### config.mk
export PLATFORM = sky130hd
export DESIGN_NAME = alu_arbiter
export DESIGN_NICKNAME = d
export VERILOG_FILES = /design/src/rtl/alu_arbiter_pkg.sv /design/src/rtl/alu_arbiter_rr.sv /design/src/rtl/alu_arbiter.sv
export SDC_FILE = /design/constraint.sdc
export NUM_CORES = 1
export LEC_CHECK = 0
export CAP_MARGIN = 20
export CORE_MARGIN = 3
export CORE_UTILIZATION = 30
export DETAILED_ROUTE_END_ITERATION = 10
export MAX_ROUTING_LAYER = met4
export SYNTH_ARGS = -nofsm -noshare
export SYNTH_HDL_FRONTEND = slang
export SYNTH_HIERARCHICAL = 1
export SYNTH_SLANG_ARGS = --single-unit
export TNS_END_PERCENT = 30
### constraint.sdc
create_clock -name clock -period 2.6 [get_ports clock]
set_input_delay 0.26 -clock clock [delete_from_list [all_inputs] [get_ports clock]]
set_output_delay 0.26 -clock clock [all_outputs]
set_load 0.02 [all_outputs]
### src/rtl/alu_arbiter_pkg.sv
// Shared types for the ALU arbiter: datapath width, ALU opcodes, FSM state codes
// and the operation legality rule used to screen requests before issue.
package alu_arbiter_pkg;

    localparam int DATA_W = 8;
    localparam int OP_W   = 3;

    typedef enum logic [OP_W-1:0] {
        OP_ADD = 3'd0,
        OP_SUB = 3'd1,
        OP_MUL = 3'd2,
        OP_DIV = 3'd3,
        OP_MOD = 3'd4
    } opcode_t;

    localparam logic [1:0] ST_IDLE  = 2'd0;
    localparam logic [1:0] ST_ISSUE = 2'd1;
    localparam logic [1:0] ST_WAIT  = 2'd2;
    localparam logic [1:0] ST_RESP  = 2'd3;

    // Encodings 5..7 are undefined; DIV/MOD by zero must never reach the ALU.
    function automatic logic op_legal(input logic [OP_W-1:0]   op,
                                      input logic [DATA_W-1:0] b);
        logic ok;
        case (op)
            OP_ADD, OP_SUB, OP_MUL: ok = 1'b1;
            OP_DIV, OP_MOD:         ok = (b != '0);
            default:                ok = 1'b0;
        endcase
        return ok;
    endfunction

endpackage

### src/rtl/alu_arbiter_rr.sv
// Combinational round-robin pick: first asserted request at or after ptr_i,
// wrapping modulo NREQ. The pointer register is owned by the caller.
module rr_arbiter #(
    parameter int NREQ  = 2,
    parameter int IDX_W = 1
) (
    input  logic [NREQ-1:0]  req_i,
    input  logic [IDX_W-1:0] ptr_i,
    output logic [NREQ-1:0]  gnt_o,
    output logic [IDX_W-1:0] gnt_idx_o,
    output logic             any_o
);

    always_comb begin
        gnt_o     = '0;
        gnt_idx_o = '0;
        any_o     = 1'b0;
        for (int k = 0; k < NREQ; k++) begin
            if (!any_o && req_i[(int'(ptr_i) + k) % NREQ]) begin
                any_o                              = 1'b1;
                gnt_o[(int'(ptr_i) + k) % NREQ]    = 1'b1;
                gnt_idx_o                          = IDX_W'((int'(ptr_i) + k) % NREQ);
            end
        end
    end

endmodule

### src/rtl/alu_arbiter.sv
// Shares one registered-latency 8-bit ALU between NREQ requesters, one
// transaction in flight, round-robin grant, illegal ops answered without issue.
module alu_arbiter
    import alu_arbiter_pkg::*;
#(
    parameter int NREQ    = 2,
    parameter int ALU_LAT = 1
) (
    input  logic                   clock,
    input  logic                   reset,
    input  logic [NREQ-1:0]        req_valid,
    output logic [NREQ-1:0]        req_ready,
    input  logic [NREQ*DATA_W-1:0] req_a,
    input  logic [NREQ*DATA_W-1:0] req_b,
    input  logic [NREQ*OP_W-1:0]   req_op,
    output logic [NREQ-1:0]        resp_valid,
    input  logic [NREQ-1:0]        resp_ready,
    output logic [DATA_W-1:0]      resp_data,
    output logic                   resp_err,
    output logic [DATA_W-1:0]      alu_a,
    output logic [DATA_W-1:0]      alu_b,
    output opcode_t                alu_mode,
    output logic                   alu_start,
    input  logic [DATA_W-1:0]      alu_c
);

    localparam int IDX_W = (NREQ > 1) ? $clog2(NREQ) : 1;
    localparam int CNT_W = (ALU_LAT > 1) ? $clog2(ALU_LAT) : 1;

    logic [1:0]        state_q, state_d;
    logic [IDX_W-1:0]  rr_ptr_q, rr_ptr_d;
    logic [IDX_W-1:0]  gnt_idx_q, gnt_idx_d;
    logic [CNT_W-1:0]  cnt_q, cnt_d;
    logic [DATA_W-1:0] resp_data_q, resp_data_d;
    logic              resp_err_q, resp_err_d;
    logic [DATA_W-1:0] alu_a_q, alu_a_d;
    logic [DATA_W-1:0] alu_b_q, alu_b_d;
    opcode_t           alu_mode_q, alu_mode_d;
    logic              alu_start_q, alu_start_d;

    logic [NREQ-1:0]   arb_gnt;
    logic [IDX_W-1:0]  arb_idx;
    logic              arb_any;
    logic [DATA_W-1:0] sel_a, sel_b;
    logic [OP_W-1:0]   sel_op;
    logic [IDX_W-1:0]  ptr_next;

    rr_arbiter #(
        .NREQ  (NREQ),
        .IDX_W (IDX_W)
    ) u_rr (
        .req_i     (req_valid),
        .ptr_i     (rr_ptr_q),
        .gnt_o     (arb_gnt),
        .gnt_idx_o (arb_idx),
        .any_o     (arb_any)
    );

    assign sel_a  = req_a[int'(arb_idx)*DATA_W +: DATA_W];
    assign sel_b  = req_b[int'(arb_idx)*DATA_W +: DATA_W];
    assign sel_op = req_op[int'(arb_idx)*OP_W +: OP_W];

    assign ptr_next = (gnt_idx_q == IDX_W'(NREQ - 1)) ? '0 : gnt_idx_q + IDX_W'(1);

    // Grant is offered only while idle; gating with reset keeps a reset cycle from
    // looking like a completed handshake to the requester.
    always_comb begin
        req_ready = '0;
        if (state_q == ST_IDLE && !reset) begin
            req_ready = arb_gnt;
        end
    end

    always_comb begin
        resp_valid = '0;
        if (state_q == ST_RESP) begin
            resp_valid[gnt_idx_q] = 1'b1;
        end
    end

    always_comb begin
        state_d     = state_q;
        rr_ptr_d    = rr_ptr_q;
        gnt_idx_d   = gnt_idx_q;
        cnt_d       = cnt_q;
        resp_data_d = resp_data_q;
        resp_err_d  = resp_err_q;
        alu_a_d     = alu_a_q;
        alu_b_d     = alu_b_q;
        alu_mode_d  = alu_mode_q;
        alu_start_d = 1'b0;
        case (state_q)
            ST_IDLE: begin
                if (arb_any) begin
                    gnt_idx_d = arb_idx;
                    if (op_legal(sel_op, sel_b)) begin
                        alu_a_d     = sel_a;
                        alu_b_d     = sel_b;
                        alu_mode_d  = opcode_t'(sel_op);
                        alu_start_d = 1'b1;
                        state_d     = ST_ISSUE;
                    end else begin
                        // Blocked op: answer straight away, ALU registers untouched.
                        resp_data_d = '0;
                        resp_err_d  = 1'b1;
                        state_d     = ST_RESP;
                    end
                end
            end
            ST_ISSUE: begin
                cnt_d   = CNT_W'(ALU_LAT - 1);
                state_d = ST_WAIT;
            end
            ST_WAIT: begin
                if (cnt_q == '0) begin
                    resp_data_d = alu_c;
                    resp_err_d  = 1'b0;
                    state_d     = ST_RESP;
                end else begin
                    cnt_d = cnt_q - CNT_W'(1);
                end
            end
            ST_RESP: begin
                if (resp_ready[gnt_idx_q]) begin
                    rr_ptr_d = ptr_next;
                    state_d  = ST_IDLE;
                end
            end
            default: state_d = ST_IDLE;
        endcase
    end

    always_ff @(posedge clock) begin
        if (reset) begin
            state_q     <= ST_IDLE;
            rr_ptr_q    <= '0;
            gnt_idx_q   <= '0;
            cnt_q       <= '0;
            resp_data_q <= '0;
            resp_err_q  <= 1'b0;
            alu_a_q     <= '0;
            alu_b_q     <= '0;
            alu_mode_q  <= OP_ADD;
            alu_start_q <= 1'b0;
        end else begin
            state_q     <= state_d;
            rr_ptr_q    <= rr_ptr_d;
            gnt_idx_q   <= gnt_idx_d;
            cnt_q       <= cnt_d;
            resp_data_q <= resp_data_d;
            resp_err_q  <= resp_err_d;
            alu_a_q     <= alu_a_d;
            alu_b_q     <= alu_b_d;
            alu_mode_q  <= alu_mode_d;
            alu_start_q <= alu_start_d;
        end
    end

    assign resp_data = resp_data_q;
    assign resp_err  = resp_err_q;
    assign alu_a     = alu_a_q;
    assign alu_b     = alu_b_q;
    assign alu_mode  = alu_mode_q;
    assign alu_start = alu_start_q;

    a_req_ready_onehot0: assert property (@(posedge clock) disable iff (reset)
        $onehot0(req_ready));
    a_resp_valid_onehot0: assert property (@(posedge clock) disable iff (reset)
        $onehot0(resp_valid));
    a_start_only_in_issue: assert property (@(posedge clock) disable iff (reset)
        alu_start |-> (state_q == ST_ISSUE));

endmodule

# Word level (Yosys, flattened, before mapping)
# Cells that the tools add are included.
dict set report word_totals {
  latchBits 0
  output_inout_bits 33
  memories 0
  ram_bits 0
  elab_cells 99
  reg_bits 34
  romBits 0
  input_bits 52
}
dict set report classes {
  eq_ne 11
  magnitude_cmp 6
  n_bitwise 4
  n_mul 1
  addsub 3
  n_shift 3
  mux 41
  n_div 0
  n_reduce_logical 20
}
# op count
set op_table {}
lappend op_table {{16-bit by 5-bit indexed part select with 8-bit output} 2}
lappend op_table {{8-bit two-way mux} 3}
lappend op_table {{1-bit two-way mux} 22}
lappend op_table {{2-bit two-way mux} 8}
lappend op_table {{8-bit case mux with 2 select lines} 1}
lappend op_table {{2-bit case mux with 4 select lines} 1}
lappend op_table {{8-bit nonzero test} 1}
lappend op_table {{3-bit by 2-bit equality test with 1-bit output, second input constant} 2}
lappend op_table {{2-bit != test, second input constant} 3}
lappend op_table {{1-bit case mux with 2 select lines} 3}
lappend op_table {{3-bit AND reduction} 2}
lappend op_table {{3-bit OR reduction} 2}
lappend op_table {{6-bit by 4-bit indexed part select with 3-bit output} 1}
lappend op_table {{1-bit logical AND} 5}
lappend op_table {{2-bit equality test, second input constant} 2}
lappend op_table {{1-bit by 2-bit < comparator with 1-bit output, second input constant} 2}
lappend op_table {{2-bit AND reduction} 2}
lappend op_table {{4-bit AND reduction} 1}
lappend op_table {{2-bit nonzero test} 2}
lappend op_table {{1-bit demux with 1-bit select} 3}
lappend op_table {{3-bit by 1-bit equality test with 1-bit output, second input constant} 1}
lappend op_table {{3-bit equality test, second input constant} 1}
lappend op_table {{3-bit logical NOT} 1}
lappend op_table {{2-bit by 3-bit < comparator with 1-bit output, second input constant} 1}
lappend op_table {{13 further kinds} 17}

# Depth between registers and ports, before layout
# Gate-level depths: netlist of run 1.
dict set report logic_depth {
  ltp_word 17
  ltp_mapped 10
  mapped_depth_nobuf 7
}

# Cells and area by module
# The synthesis of run 1 kept the hierarchy.
# module instances seq_area_each_um2 cells_per_inst area_per_inst_um2
set by_module_without_submodules {}
lappend by_module_without_submodules {alu_arbiter 1 660.6 204 1859.3}
lappend by_module_without_submodules {rr_arbiter 1 0.0 5 32.5}

# Worst setup path before layout of run 1
# OpenSTA, ideal clock, no wires.
dict set report synth_timing {
  kind {reg-to-reg}
  start {reg rr_ptr_q}
  end {reg alu_a_q[0] (netlist: alu_a[0])}
  stages_incl_launch_ff 9
  t_arrival_ps 1882
  setup_slack_ps 592
  path_buffers 3
  synth_period_minus_slack_ps 2008
  setup_ps 126
  required_time_ps 2474
  path_cell_list {dfxtp_1 > inv_1 > a21boi_0 > buf_4 > buf_2 > buf_1 > mux2_2 > o31ai_1 > a21oi_2}
}
dict set report synth_via {
  elab_chain_len 14
  word_cells_on_any_way 28
  classes_between {add/sub (1); mul (1); eq/ne (4); shift (3); mux (12); reduce/logical (7)}
}
# item line_no
set synth_rtl {}
lappend synth_rtl {{start, declared} alu_arbiter.sv:31} ;# logic [IDX_W-1:0] rr_ptr_q, rr_ptr_d;
lappend synth_rtl {{start signal, assigned} alu_arbiter.sv:147} ;# rr_ptr_q <= rr_ptr_d;
lappend synth_rtl {{1-bit adder / 1-bit two-way mux (equally long branches)} {alu_arbiter_rr.sv:19, alu_arbiter_rr.sv:22}}
lappend synth_rtl {{1-bit two-way mux (not written as such) (2 in series)} alu_arbiter_rr.sv:19} ;# if (!any_o && req_i[(int'(ptr_i) + k) % NREQ]) begin
lappend synth_rtl {{1-bit two-way mux (not written as such) / 1-bit logical NOT (equally long branches)} alu_arbiter_rr.sv:19}
lappend synth_rtl {{1-bit logical AND} alu_arbiter_rr.sv:19}
lappend synth_rtl {{1-bit two-way mux *} alu_arbiter_rr.sv:19}
lappend synth_rtl {{net arb_idx} alu_arbiter.sv:42} ;# logic [IDX_W-1:0] arb_idx;
lappend synth_rtl {{1-bit by 2-bit multiplier with 3-bit output} alu_arbiter.sv:61} ;# assign sel_op = req_op[int'(arb_idx)*OP_W +: OP_W];
lappend synth_rtl {{6-bit by 4-bit indexed part select with 3-bit output} alu_arbiter.sv:61}
lappend synth_rtl {{3-bit by 1-bit equality test with 1-bit output (tied with other cells)} alu_arbiter_pkg.sv:25} ;# case (op)
lappend synth_rtl {{3-bit OR reduction / 2-bit OR reduction (equally long branches)} alu_arbiter_pkg.sv:25}
lappend synth_rtl {{1-bit case mux with 2 select lines} alu_arbiter_pkg.sv:25}
lappend synth_rtl {{1-bit two-way mux} alu_arbiter.sv:94} ;# if (arb_any) begin
lappend synth_rtl {{1-bit two-way mux} alu_arbiter.sv:92} ;# case (state_q)
lappend synth_rtl {{3-bit AND reduction (no source line)} --}
lappend synth_rtl {{end signal, assigned} alu_arbiter.sv:152} ;# alu_a_q <= alu_a_d;
lappend synth_rtl {{end, declared} alu_arbiter.sv:36} ;# logic [DATA_W-1:0] alu_a_q, alu_a_d;
# The timed path passes the listed nets; every way through them passes the cells marked *. The select of a mux whose other input is x is not followed.
# A chain may end at the register's enable or synchronous reset.

# Final worst setup path of run 1
dict set report layout_timing {
  start {in req_valid[1]}
  end {reg resp_data_q[0] (netlist: resp_data[0])}
}
dict set report layout_via {
  elab_chain_len 15
  word_cells_on_any_way 28
  classes_between {mul (1); eq/ne (6); shift (2); mux (12); reduce/logical (7)}
}
# item line_no
set layout_rtl {}
lappend layout_rtl {{start, declared} alu_arbiter.sv:11} ;# input logic [NREQ-1:0] req_valid,
lappend layout_rtl {{1-bit two-way mux (not written as such) (2 in series)} alu_arbiter_rr.sv:19}
lappend layout_rtl {{1-bit two-way mux} alu_arbiter_rr.sv:19}
lappend layout_rtl {{1-bit logical NOT} alu_arbiter_rr.sv:19}
lappend layout_rtl {{1-bit logical AND} alu_arbiter_rr.sv:19}
lappend layout_rtl {{1-bit two-way mux *} alu_arbiter_rr.sv:19}
lappend layout_rtl {{net arb_idx} alu_arbiter.sv:42}
lappend layout_rtl {{1-bit by 2-bit multiplier with 3-bit output} alu_arbiter.sv:61}
lappend layout_rtl {{6-bit by 4-bit indexed part select with 3-bit output} alu_arbiter.sv:61}
lappend layout_rtl {{3-bit by 1-bit equality test with 1-bit output (tied with other cells)} alu_arbiter_pkg.sv:25}
lappend layout_rtl {{3-bit OR reduction / 2-bit OR reduction (equally long branches)} alu_arbiter_pkg.sv:25}
lappend layout_rtl {{1-bit case mux with 2 select lines *} alu_arbiter_pkg.sv:25}
lappend layout_rtl {{1-bit two-way mux *} alu_arbiter.sv:94}
lappend layout_rtl {{1-bit two-way mux *} alu_arbiter.sv:92}
lappend layout_rtl {{2-bit != test (no source line) *} --}
lappend layout_rtl {{4-bit AND reduction (no source line) *} --}
lappend layout_rtl {{end signal, assigned} alu_arbiter.sv:150} ;# resp_data_q <= resp_data_d;
lappend layout_rtl {{end, declared} alu_arbiter.sv:34} ;# logic [DATA_W-1:0] resp_data_q, resp_data_d;
# Marks and branches as above.

==> impl_metrics.ini, run 1 <==
[detailed_routing]
wl_per_cell_um = 13.46
drcViolationCount = 0
drtIter0Drc = 62
drt.antenna.violating_nets = 0
vias = 1742
finalWirelength_um = 4965
drtPass1Iterations = 4
viasPerCell = 4.721

[setup_path]
path_class = in2reg
critPathTopFamily = compound AO/OA/AOI/OAI gates
startpoint_type = input port
cp_max_fo = 20
crit_chain = clkdlybuf4s50_1 -> a21boi_2 -> mux2i_1 -> o211ai_1 -> o21a_4 -> a21oi_4 -> mux2i_1
max_stage_delay_ns = 0.50
cp.depth = 7
cpMostUsedCell = mux2i_1
setup.worst_path.end_class = register
cpMaxStageDelayCell = clkdlybuf4s50_1
crit_arrival_ns = 2.31
path_buf_inv = 1
worst_r2r_path_depth = 7
cp.required_ns = 2.80

[timing]
max_slew_margin_pct = 69.26
fmax_ghz = 0.4741
totalNegativeSetupSlack_ns = 0
rsz0062_at_grt = no
worst_pin_slew_ns = 0.4594
min_period_over_period_pct = 81.12
fin_skew_ns = 0.007767
min_period_ns = 2.109
hold_viol = 0
slew_violations = 0
worst_slack_ns = 0.4908
setup_viol = 0

[placement]
gp_congestion = 0.7426
numPortBuffers = 84
hpwl_um = 3754
pre_cts_ws_ns = 0.1839

[global_routing]
grt_pass1_wl_um = 8259
antenna_found_initial = 0
grt-ovfl-total = 0
grt_max_degree = 30
grt_pass1_vias = 1777
grt.total_usage_pct = 14.42

[clock_tree]
cts_tree = built
numCtsBuffers = 5
cts_hold_buf = 0
path_clk_slew_ns = 0.06
post_cts_buffers = 0
post_cts_resized = 0
cts.path.max_buffers = 2
cts-root-buf = clkbuf_8
cts.sinks = 33
htree_num_levels = 2
clkLatencyLatePin_ns = 0.28

[yosys]
seq_area_frac_synth_pct = 34.92
ys_seq_elements = 33
syn_inst = 209
synth_nets = 265
syn_area_sq_um = 1892
syn_area_per_cell_sq_um = 9.052
synth_warnings = 6
synth_cell_types = 44

[floorplan]
dieHeight_um = 85.41
boundaryPins = 85
fp.dieW_um = 85.41
num_rows = 28
core_area_sq_um = 6026
die_area_sq_um = 7295
initial_core_util_pct = 31.40

[power]
power_density_nw_per_um2 = 751.3
p_leak_nw = 1.069
peakVddDrop_uv = 519.9

[status]
outcome = completed

[min_path]
min_path_type = reg2reg
holdPathStages = 2

[layout]
areaGrowthSynthToFinish_pct = 51.59
nets = 349
drive_gt1_share_pct = 15.99
final_cell_mix = 84 x clkdlybuf4s50_1, 33 x dfxtp_1, 23 x inv_1, 23 x nand2_1
diodes = 0
layout_commonest_cell = clkdlybuf4s50_1

[job]
drv_cap = 0
-- per-layer routing --
| layer | track usage (%) | vias to the layer above | share of wire (%) | wire length (um) |
|---|---|---|---|---|
| met4 | 3.885 | 0 | 0.85 | 42 |
| met3 | 3.398 | 5 | 7.0 | 348 |
| met1 | 17.60 | 782 | 44 | 2199 |
| met5 | - | - | 0 | 0 |
| li1 | - | 901 | - | - |
| met2 | 23.80 | 54 | 48 | 2374 |
-- logic make-up after synthesis --
family | synth area share (%)
buf+inv | 9.457
flops | 34.92
compound gates | 22.49
fa+ha+maj | 2.646
mux | 16.01
simple gates | 14.49
-- registers in the layout (all words and copies together) (netlist names) --
signal,flops
alu_a,8
alu_b,8
resp_data,8
alu_mode,3
state_q,2
alu_start,1
gnt_idx_q,1
resp_err,1
rr_ptr_q,1
-- report_power, final --
part	internal [mW]	switching, mW
Sequential	0.635	0.0737
Clock	0.190	0.178
Combinational	0.515	0.563
Total	1.34	0.814
-- synthesized netlist by cell type, drive strengths merged --
library cell  instances  area share, %
o21ai                 3            1.2
nand4                 1           0.33
mux2                 18             11
ha                    4            2.6
a21oi                24            8.7
nor4                  2           0.66
a31oi                 1           0.33
o21a                  2            1.2
o2111a                1           0.60
or4                   2           0.99
o211ai                2           0.79
a41oi                 1           0.46
and3                  3           0.99
nor3b                 1           0.40
a211oi                1           0.40
mux2i                10            5.3
o31ai                18            7.1
or2                   1           0.33
nor3                  2            1.1
and2                  2           0.66
clkbuf                3           0.60
dfxtp                33             35
nand3                 2           0.79
a21boi                3            1.2
nor2b                 2           0.66
or3                   1           0.33
nor2                  8            1.7
buf                   9            4.3
nand2b                1           0.33
o22a                  1           0.46
nand2                24            5.2
inv                  23            4.6
-- tightest hold or removal path, delay by kind of cell, from the launching register on --
kind                   cells  cell delay [ns]
buffers and inverters      1             0.05
flip-flops                 1             0.31
AO/OA/AOI/OAI              1             0.04
-- final timing paths --
kind,start,endpoint,slack (ns)
worst min-delay path,alu_a[4]$_SDFFE_PP0P_,alu_a[4]$_SDFFE_PP0P_,0.44
worst max register to register,rr_ptr_q$_SDFFE_PP0P_,resp_data[0]$_SDFFE_PP0P_,0.56
worst min register to register,alu_a[4]$_SDFFE_PP0P_,alu_a[4]$_SDFFE_PP0P_,0.44
worst max-delay path,req_valid[1],resp_data[0]$_SDFFE_PP0P_,0.49
-- area by class of cell --
| cell class | instances | area (sq um) |
|---|---|---|
| Tap cell | 75 | 93.84 |
| Timing Repair Buffer | 89 | 890.9 |
| Inverter | 23 | 86.33 |
| Multi-Input combinational cell | 141 | 1056 |
| Sequential cell | 33 | 660.6 |
| Clock buffer | 8 | 80.08 |
| Fill cell | 592 | 3158 |
-- metrics by stage --
| step | cell area [sq um] | instances | power, mW | hold slack [ns] | utilization (%) |
|---|---|---|---|---|---|
| floorplan | 1892 | 209 | 1.377 | 0.3291 | - |
| global placement | 2788 | 361 | 1.803 | 0.4313 | 46.26 |
| detailed placement | 2788 | 361 | 1.812 | 0.4353 | 46.26 |
| CTS | 2868 | 369 | 2.188 | 0.4452 | 47.59 |
| global route | 2868 | 369 | 2.314 | 0.4546 | 47.59 |
| finish | 2868 | 369 | 2.155 | 0.4409 | 47.59 |
Power figures use the tool's default switching activity.
==> run 2, diff against run 1 <==
- clock period: 2.6 -> 2.01 ns (I/O delays scaled with it)
==> impl_metrics.ini, run 2 (synthesized netlist as in run 1, its figures left out) <==
[layout]
final_util_pct = 51.08
fill_cells = 596
layout_commonest_cell = clkdlybuf4s50_1
diodes = 0
final_cell_mix = 82 x clkdlybuf4s50_1, 33 x dfxtp_1, 23 x inv_1, 23 x nand2_1, 19 x buf_4
drive_gt1_share_pct = 23.15
nets = 367
areaGrowthSynthToFinish_pct = 62.70

[clock_tree]
cts.path.max_buffers = 2
numCtsBuffers = 5
clkLatencyLatePin_ns = 0.28
cts_hold_buf = 0
cts_tree = built
htree_num_levels = 2
path_clk_slew_ns = 0.06
cts-root-buf = clkbuf_8
cts.sinks = 33

[floorplan]
fp.dieW_um = 85.41
num_rows = 28
initial_core_util_pct = 31.40
boundaryPins = 85
die_area_sq_um = 7295
core_area_sq_um = 6026
dieHeight_um = 85.41

[power]
power_density_nw_per_um2 = 950.7
p_leak_nw = 1.210
peakVddDrop_uv = 520.1

[timing]
hold_viol = 0
holdWs_ns = 0.4430
fmax_ghz = 0.5224
min_period_ns = 1.914
fin_skew_ns = 0.003420
max_slew_margin_pct = 71.86
worst_pin_slew_ns = 0.4205
rsz0062_at_grt = yes
min_period_over_period_pct = 95.24
slew_violations = 0
setup_viol = 0

[setup_path]
path_buf_inv = 5
cpMostUsedCell = buf_4
crit_arrival_ns = 2.12
cp_max_fo = 18
critPathTopFamily = buffers and inverters
cp.required_ns = 2.22
setup.worst_path.end_class = register
startpoint_type = input port
max_stage_delay_ns = 0.44
cpMaxStageDelayCell = clkdlybuf4s50_1
path_class = in2reg
crit_chain = clkdlybuf4s50_1 -> a21boi_2 -> buf_4 -> buf_4 -> and3_1 -> buf_4 -> o21ai_2 -> nand3_2 -> buf_12 -> a21oi_1

[detailed_routing]
wl_per_cell_um = 13.26
drtIter0Drc = 67
vias = 1798
viasPerCell = 4.658
drcViolationCount = 0
drt.antenna.violating_nets = 0
drtPass1Iterations = 4
finalWirelength_um = 5119

[job]
drv_cap = 0

[global_routing]
grt_pass1_wl_um = 8266
antenna_found_initial = 0
grt_max_degree = 30
grt.total_usage_pct = 14.42
grt-ovfl-total = 0
grt_pass1_vias = 1831

[placement]
gp_congestion = 0.7345
numPortBuffers = 84
hpwl_um = 3988

[status]
outcome = completed

[min_path]
min_path_type = reg2reg
## run 2: worst register-to-register path: stages (launching register included)
cell and delay, ns:
dfxtp_1 0.32, inv_1 0.06, a21boi_2 0.17, mux2i_2 0.30
o211ai_1 0.18, o21a_4 0.19, buf_4 0.16, o31ai_1 0.26
a21oi_1 0.06
## run 2: where the power goes
part,total [mW],switching [mW],internal [mW]
logic,1.52,0.757,0.761
registers,0.910,0.0885,0.822
clock network,0.498,0.227,0.271
total,2.93,1.07,1.85
## run 2: area by class of cell
cell class	instances	area, sq um	area share, %
Clock buffer	7	86.33	2.805
Inverter	23	86.33	2.805
Multi-Input combinational cell	141	1082	35.16
Sequential cell	33	660.6	21.46
Tap cell	75	93.84	3.049
Timing Repair Buffer	107	1069	34.72
## run 2: timing repair
| action | 4_1_cts | 5_1_grt |
|---|---|---|
| endpoints found under the setup margin | 8 | 26 |
| buffers inserted | 0 | 1 |
| pin swaps | 0 | 1 |
| resized for setup | 1 | 7 |
## run 2: worst paths after layout
check | endpoint | startpoint | slack (ns) | cells after the start
worst max-delay path | alu_b[1]$_SDFFE_PP0P_ | req_valid[1] | 0.1 | 10
worst min-delay path | alu_a[5]$_SDFFE_PP0P_ | alu_a[5]$_SDFFE_PP0P_ | 0.44 | 2
worst max register to register | alu_mode[0]$_SDFFE_PP0P_ | rr_ptr_q$_SDFFE_PP0P_ | 0.20 | 8
worst min register to register | alu_a[5]$_SDFFE_PP0P_ | alu_a[5]$_SDFFE_PP0P_ | 0.44 | 2
## run 2: per-layer routing
layer | GRT usage, % | wire, um | vias up
met5 | - | 0 | -
met4 | 3.885 | 52 | 0
met3 | 3.786 | 324 | 5
met2 | 24.15 | 2544 | 47
met1 | 17.07 | 2197 | 814
li1 | - | - | 932
## run 2: through the flow
stage / setup WS (ns) / instance area [sq um] / total power [mW] / std cells / setup TNS [ns]
after detailed placement: -0.3369 / 2940 / 2.400 / 378 / -7.458
after floorplan: 0.002305 / 1892 / 1.782 / 209 / 0
after global placement: -0.2681 / 2940 / 2.389 / 378 / -5.536
after CTS: 0.01148 / 3032 / 2.915 / 385 / 0
after global routing: -0.05235 / 3078 / 3.123 / 386 / -0.2281
final: 0.09562 / 3078 / 2.926 / 386 / 0
==> run 3, diff against run 2 <==
- REMOVE_ABC_BUFFERS: unset -> 1
==> impl_metrics.ini, run 3 (synthesized netlist as in run 1, its figures left out) <==
[status]
outcome = completed

[timing]
min_period_ns = 1.933
min_period_over_period_pct = 96.19
fin_skew_ns = 0.01016
slew_violations = 0
max_slew_margin_pct = 64.55
worst_pin_slew_ns = 0.5298
rsz0062_at_grt = yes
setup_viol = 0
hold_viol = 0
fmax_ghz = 0.5172
worst_slack_ns = 0.07667

[setup_path]
crit_arrival_ns = 2.10
critPathTopFamily = buffers and inverters
cp.required_ns = 2.18
cpMaxStageDelayCell = clkdlybuf4s50_1
setup.worst_path.end_class = register
crit_chain = clkdlybuf4s50_1 -> a21boi_4 -> mux2i_2 -> buf_4 -> or3_4 -> o21ai_2 -> a21oi_4 -> buf_12 -> mux2i_1
startpoint_type = input port
path_class = in2reg
cp_max_fo = 8
path_buf_inv = 3
max_stage_delay_ns = 0.55

[clock_tree]
cts_tree = built
cts.sinks = 33
cts-root-buf = clkbuf_8
path_clk_slew_ns = 0.07
htree_num_levels = 2
numCtsBuffers = 5
cts.path.max_buffers = 2
clkLatencyLatePin_ns = 0.28

[global_routing]
grt.total_usage_pct = 14.43
grt-ovfl-total = 0
antenna_found_initial = 0
grt_pass1_vias = 1820
grt_max_degree = 30
grt_pass1_wl_um = 8328

[floorplan]
core_area_sq_um = 6026
dieHeight_um = 85.41
die_area_sq_um = 7295
num_rows = 28
initial_core_util_pct = 31.40
boundaryPins = 85
fp.dieW_um = 85.41

[detailed_routing]
drcViolationCount = 0
drtIter0Drc = 71
drtPass1Iterations = 3
wl_per_cell_um = 13.49
finalWirelength_um = 5181
viasPerCell = 4.633
drt.antenna.violating_nets = 0
vias = 1779

[placement]
hpwl_um = 3810
pre_cts_ws_ns = -0.3164
numPortBuffers = 84
gp_congestion = 0.8342

[layout]
diodes = 0
final_cell_mix = 80 x clkdlybuf4s50_1, 33 x dfxtp_1, 23 x inv_1, 23 x nand2_1, 18 x mux2_2
fill_cells = 593
nets = 364
drive_gt1_share_pct = 24.60
areaGrowthSynthToFinish_pct = 66.07
layout_commonest_cell = clkdlybuf4s50_1

[job]
drv_cap = 0

[power]
peakVddDrop_uv = 453.4
total_power_mw = 3.042
p_leak_nw = 1.250
power_density_nw_per_um2 = 968.2

[min_path]
min_path_type = reg2reg
[run 3: worst reg2reg max path, stage by stage (launching register included)]
cell,delay [ns]
dfxtp_1,0.33
inv_1,0.07
a21boi_4,0.19
mux2i_2,0.31
o211ai_1,0.20
o21a_4,0.20
buf_4,0.15
o31ai_1,0.29
a21oi_2,0.04
[run 3: metrics by stage]
step	hold WS, ns	utilization [%]	area (sq um)	TNS (ns)	std cells
after CTS	0.4433	50.25	3028	0	382
after global placement	0.4301	48.17	2903	-5.288	373
after detailed placement	0.4329	48.17	2903	-7.749	373
after global routing	0.4623	52.14	3142	-0.1549	384
after floorplan	0.2701	-	1799	-52.59	197
final	0.4425	52.14	3142	0	384
[run 3: worst paths after layout]
check	slack, ns	from	depth (start not counted)	endpoint
worst min-delay path	0.44	alu_b[7]$_SDFFE_PP0P_	2	alu_b[7]$_SDFFE_PP0P_
worst min register to register	0.44	alu_b[7]$_SDFFE_PP0P_	2	alu_b[7]$_SDFFE_PP0P_
worst max register to register	0.10	rr_ptr_q$_SDFFE_PP0P_	8	alu_b[2]$_SDFFE_PP0P_
worst max-delay path	0.08	req_valid[0]	9	resp_data[6]$_SDFFE_PP0P_
[run 3: power by group]
part	switching [mW]	total [mW]	internal (mW)
registers	0.0870	0.908	0.821
clock network	0.245	0.555	0.310
logic	0.792	1.58	0.787
total	1.12	3.04	1.92
[run 3: final cells by class]
type / count / area, sq um / area share, %
inverters: 23 / 86.33 / 2.748
repair buffers: 104 / 1059 / 33.69
well taps: 75 / 93.84 / 2.987
clock inverters: 1 / 5.005 / 0.1593
clock buffers: 7 / 96.34 / 3.067
flip-flops and latches: 33 / 660.6 / 21.03
multi-input cells: 141 / 1141 / 36.32
[run 3: timing repair]
action                                 CTS  global route
setup buffers                            1             2
resized for setup                        1            20
endpoints found under the hold margin    0             0
pin swaps                                0             2
hold buffers                             0             0
setup endpoints to repair               10            31
[run 3: per-layer routing]
metal / up-vias / track usage (%) / routed length, um
met1: 799 / 17.52 / 2307
met2: 47 / 23.16 / 2487
met4: 0 / 4.892 / 79
met5: - / - / 0
met3: 7 / 3.786 / 306
li1: 926 / - / -
